===== src/rtl/bcd_pkg.sv =====
// Shared types and helpers for the sequential binary-to-BCD converter.
package bcd_pkg;

    // Converter control states.
    typedef enum logic [1:0] {
        IDLE  = 2'd0,
        SHIFT = 2'd1,
        DONE  = 2'd2
    } state_e;

    // Bits per packed BCD digit.
    localparam int unsigned BCD_DIGIT_W = 4;

    // Number of decimal digits needed to print 2^width-1.
    function automatic int unsigned bcd_digits_needed(input int unsigned width);
        longint unsigned max_val;
        int unsigned     n;
        max_val = (64'd1 << width) - 64'd1;
        n       = 1;
        while (max_val >= 64'd10) begin
            max_val = max_val / 64'd10;
            n       = n + 1;
        end
        return n;
    endfunction

endpackage


===== src/rtl/dd_adjust_digit.sv =====
// Double-dabble digit correction: add 3 to a BCD digit of 5 or more so the
// following left shift carries correctly into the next decimal digit.
module dd_adjust_digit
    import bcd_pkg::*;
(
    input  logic [BCD_DIGIT_W-1:0] digit_i,
    output logic [BCD_DIGIT_W-1:0] digit_o
);

    // 4-bit add with no carry out; inputs are always 0..9 in practice.
    always_comb begin
        digit_o = digit_i;
        if (digit_i >= 4'd5) begin
            digit_o = digit_i + 4'd3;
        end
    end

endmodule


===== src/rtl/bin2bcd_seq.sv =====
// Iterative shift-add-3 converter from unsigned binary to packed BCD.
// One bit is consumed per clock; the last result stays on out_bcd for the
// display while the next conversion is in progress.
module bin2bcd_seq
    import bcd_pkg::*;
#(
    parameter int unsigned WIDTH  = 8,
    parameter int unsigned DIGITS = 3
) (
    input  logic                          clk,
    input  logic                          rst_n,
    input  logic                          in_valid,
    output logic                          in_ready,
    input  logic [WIDTH-1:0]              in_bin,
    output logic                          out_valid,
    input  logic                          out_ready,
    output logic [BCD_DIGIT_W*DIGITS-1:0] out_bcd
);

    localparam int unsigned BCD_W  = BCD_DIGIT_W * DIGITS;
    localparam int unsigned WORK_W = BCD_W + WIDTH;
    localparam int unsigned CNT_W  = $clog2(WIDTH + 1);

    localparam logic [CNT_W-1:0] CNT_LAST = CNT_W'(WIDTH - 1);

    // Reject parameter sets the datapath cannot represent.
    if (WIDTH == 0 || WIDTH > 16) begin : g_bad_width
        $error("bin2bcd_seq: WIDTH must be in 1..16");
    end
    if (DIGITS < bcd_digits_needed(WIDTH)) begin : g_bad_digits
        $error("bin2bcd_seq: DIGITS too small to hold 2^WIDTH-1");
    end

    state_e           state_q, state_d;
    logic [BCD_W-1:0] bcd_q, bcd_d;
    logic [WIDTH-1:0] bin_q, bin_d;
    logic [CNT_W-1:0] cnt_q, cnt_d;
    logic [BCD_W-1:0] out_bcd_q, out_bcd_d;

    logic [BCD_W-1:0]  bcd_adj;
    logic [WORK_W-1:0] work_shl;

    // Per-digit add-3 correction on the accumulator.
    for (genvar i = 0; i < DIGITS; i++) begin : g_adj
        dd_adjust_digit u_adj (
            .digit_i (bcd_q[i*BCD_DIGIT_W +: BCD_DIGIT_W]),
            .digit_o (bcd_adj[i*BCD_DIGIT_W +: BCD_DIGIT_W])
        );
    end

    // Corrected work register shifted left by one; MSB of bin enters the units digit.
    always_comb begin
        work_shl = {bcd_adj, bin_q} << 1;
    end

    // Next-state, datapath update and handshake outputs.
    always_comb begin
        state_d   = state_q;
        bcd_d     = bcd_q;
        bin_d     = bin_q;
        cnt_d     = cnt_q;
        out_bcd_d = out_bcd_q;
        in_ready  = 1'b0;
        out_valid = 1'b0;

        unique case (state_q)
            IDLE: begin
                in_ready = 1'b1;
                if (in_valid) begin
                    state_d = SHIFT;
                    bcd_d   = '0;
                    bin_d   = in_bin;
                    cnt_d   = '0;
                end
            end
            SHIFT: begin
                bcd_d = work_shl[WORK_W-1 -: BCD_W];
                bin_d = work_shl[WIDTH-1:0];
                cnt_d = cnt_q + CNT_W'(1);
                // Publish only a finished result so the display never sees partial digits.
                if (cnt_q == CNT_LAST) begin
                    state_d   = DONE;
                    out_bcd_d = work_shl[WORK_W-1 -: BCD_W];
                end
            end
            DONE: begin
                out_valid = 1'b1;
                if (out_ready) begin
                    state_d = IDLE;
                end
            end
            default: begin
                state_d = IDLE;
            end
        endcase
    end

    // State and datapath registers with synchronous active-low reset.
    always_ff @(posedge clk) begin
        if (!rst_n) begin
            state_q   <= IDLE;
            bcd_q     <= '0;
            bin_q     <= '0;
            cnt_q     <= '0;
            out_bcd_q <= '0;
        end else begin
            state_q   <= state_d;
            bcd_q     <= bcd_d;
            bin_q     <= bin_d;
            cnt_q     <= cnt_d;
            out_bcd_q <= out_bcd_d;
        end
    end

    assign out_bcd = out_bcd_q;

endmodule


===== config.mk =====
export PLATFORM = sky130hd
export DESIGN_NAME = bin2bcd_seq
export DESIGN_NICKNAME = d
export VERILOG_FILES = /design/src/rtl/bcd_pkg.sv /design/src/rtl/dd_adjust_digit.sv /design/src/rtl/bin2bcd_seq.sv
export SDC_FILE = /design/constraint.sdc
export NUM_CORES = 1
export LEC_CHECK = 0
export BUFFER_PORTS_ARGS = -buffer_cell sky130_fd_sc_hd__buf_2
export CORE_MARGIN = 4
export CORE_UTILIZATION = 35
export DETAILED_ROUTE_END_ITERATION = 10
export GPL_TIMING_DRIVEN = 0
export HOLD_SLACK_MARGIN = 0.08
export PLACE_DENSITY = 0.51
export SYNTH_ARGS = -nofsm -noshare
export SYNTH_HDL_FRONTEND = slang
export SYNTH_HIERARCHICAL = 1
export SYNTH_SLANG_ARGS = --single-unit

===== constraint.sdc =====
create_clock -name clk -period 1.36 [get_ports clk]
set_input_delay 0.272 -clock clk [delete_from_list [all_inputs] [get_ports clk]]
set_output_delay 0.272 -clock clk [all_outputs]
set_load 0.05 [all_outputs]

==> out/qor.yml <==
fillerInstances: 532
rr_endpoint: "out_bcd[6]"
core_sq_um: 5140
cp_max_fo: 3
hp-class: "in -> reg"
min_to: "bin_q[0]"
ios: 26
clk_pin_slew_ns: 0.07
root_buffer: "clkbuf_8"
num_antenna_cells: 0
htreeDepth: 2
seqCellArea_sq_um: 783
cp_cell_sequence: "inv_2 > ha_2 > nand2b_4 > a21oi_4 > mux2i_1 > nand2_1 > mux2i_1"
fmax_mhz: 709
synthCells: 212
die_area_sq_um: 6540
ir_drop_uv: 407
worst_slew_pin_slew_ns: 0.508
layout.nets: 285
crit_type: "reg -> reg"
timing.final.crit_share_pct: 104
finalSetupViolations: 6
grt_pass1_vias: 1637
maxCapViolations: 0
rows: 26
dp_slack_ns: -0.188
rsz0062_at_grt: "yes"
setup.worst_path.end_class: "flip-flop"
placed_cells: 305
numCtsBuffers: 5
r2r_start: "bcd_q[5]"
gr-total-overflow: 0
routed-via-count: 1620
multi_input_area_sq_um: 1140
yosysWarningCount: 6
drive_above_1_share_pct: 40.4
cp-start-kind: "flip-flop"
post_drt_wl_per_cell_microns: 14.3
cts_sinks: 38
status: "complete, but fails checks"
leakagePower_nw: 1.03
placed_area_sq_um: 2070
drtAntennaViolNets: 0
grt_max_degree: 11
violations: "negative setup slack"
wl_microns: 4780
reg2regPathDepth: 7
relSlewSlack_pct: 66.2
slew_viol_final: 0
drt_iter0_drc: 47
place.gp.congestion: 0.723
timing.setup.tns_ns: -0.151
holdBufCountCts: 0
dieHeight_microns: 80.9
slowest_stage: "dfxtp_2"
holdPathStages: 3
clock_path_buffers: 2
powerDensity_nw_per_um2: 844
synth_area_sq_um: 1860
fin_area_sq_um: 2600
drcViolationCount: 0
syn_avg_cell_area_sq_um: 8.76
hpwl_microns: 3040
vias_per_cell: 4.84
clk-insertion-delay-late_ns: 0.28
setup_slack_ns: -0.0496
rrSetupSlack_ns: -0.05
drt_pass1_iterations: 4
io_buffers: 23
critical-path-max-stage-delay_ns: 0.34
synth.net_count: 231
start_util_pct: 36.1
crit_required_ns: 1.57
grt_pass1_wl_microns: 7940
crit_path_frequent_cell: "mux2i_1"
cp.arrival_ns: 1.62
min_from: "in_bin[0]"
grt_use_total_pct: 15.9
areaGrowthSynthToFinish_pct: 39.9
worst_clock_skew_ns: 0.00574
final_hold_viol_count: 0
antenna_found_initial: 0
die_width_microns: 80.9
min_period_ns: 1.41
cts_tree: "yes"
fin_cells: 335
-- state kept, by name, indices dropped and copies added, names as in the netlist --
| name | flops |
|---|---|
| out_bcd | 12 |
| state_q | 2 |
| cnt_q | 4 |
| bcd_q | 12 |
| bin_q | 8 |
-- how the worst max path moves through the flow --
stage	startpoint	end	slack (ns)	depth (start not counted)
2_1_floorplan	bcd_q[5]	out_bcd[6]	0.02	7
3_3_place_gp	bcd_q[1]	out_bcd[2]	-0.16	7
3_5_place_dp	bcd_q[1]	out_bcd[2]	-0.19	7
4_1_cts	bcd_q[1]	out_bcd[2]	-0.04	7
5_1_grt	bcd_q[1]	out_bcd[2]	-0.15	7
6_report	bcd_q[5]	out_bcd[6]	-0.05	7
-- layout by cell type (no fill, tap or decap), types with 6 or more instances in the layout --
master,instances
nor2_1,25
nand2_1,35
mux2i_1,13
nor2b_1,7
a21oi_1,9
buf_2,25
clkbuf_8,6
dfxtp_2,6
buf_4,21
dfxtp_1,28
a22oi_1,11
-- through the flow --
stage	util [%]	hold WS, ns	power, mW
floorplan	-	0.438	1.33
global placement	40.2	0.445	1.38
detailed placement	40.2	0.443	1.38
CTS	47.2	0.250	2.20
global route	50.6	0.266	2.31
finish	50.6	0.269	2.19
-- critical path: cells and delay by family, from the launching register on --
| kind | cells | cell delay [ns] |
|---|---|---|
| fa+ha+maj | 1 | 0.16 |
| compound gates | 1 | 0.15 |
| mux | 2 | 0.39 |
| simple gates | 2 | 0.25 |
| buf+inv | 1 | 0.05 |
| flops | 1 | 0.34 |
-- layer usage --
metal / part of all wire, % / GRT usage [%] / vias to the layer above
li1: - / - / 835
met1: 45 / 18.7 / 758
met2: 50 / 27.8 / 22
met3: 3.4 / 4.10 / 5
met4: 1.3 / 5.57 / 0
met5: 0 / 0 / -
-- where the power goes --
group	total, mW	internal [mW]	switching [mW]
combinational	0.272	0.133	0.138
clock	0.764	0.391	0.373
sequential	1.16	1.14	0.0228
-- final cells by class --
| class | count | share of cell area, % |
|---|---|---|
| Timing Repair Buffer | 48 | 14.1 |
| Tap cell | 70 | 3.37 |
| Multi-Input combinational cell | 151 | 43.7 |
| Buffer | 12 | 3.80 |
| Sequential cell | 38 | 30.1 |
| Clock buffer | 6 | 3.18 |
| Inverter | 10 | 1.64 |
-- repair_timing --
action / CTS / global route
gates cloned: 1 / 1
buffers inserted: 10 / 13
endpoints found under the setup margin: 19 / 20
gates resized for setup: 46 / 20
pin swaps: 7 / 5
Power figures use the tool's default switching activity.
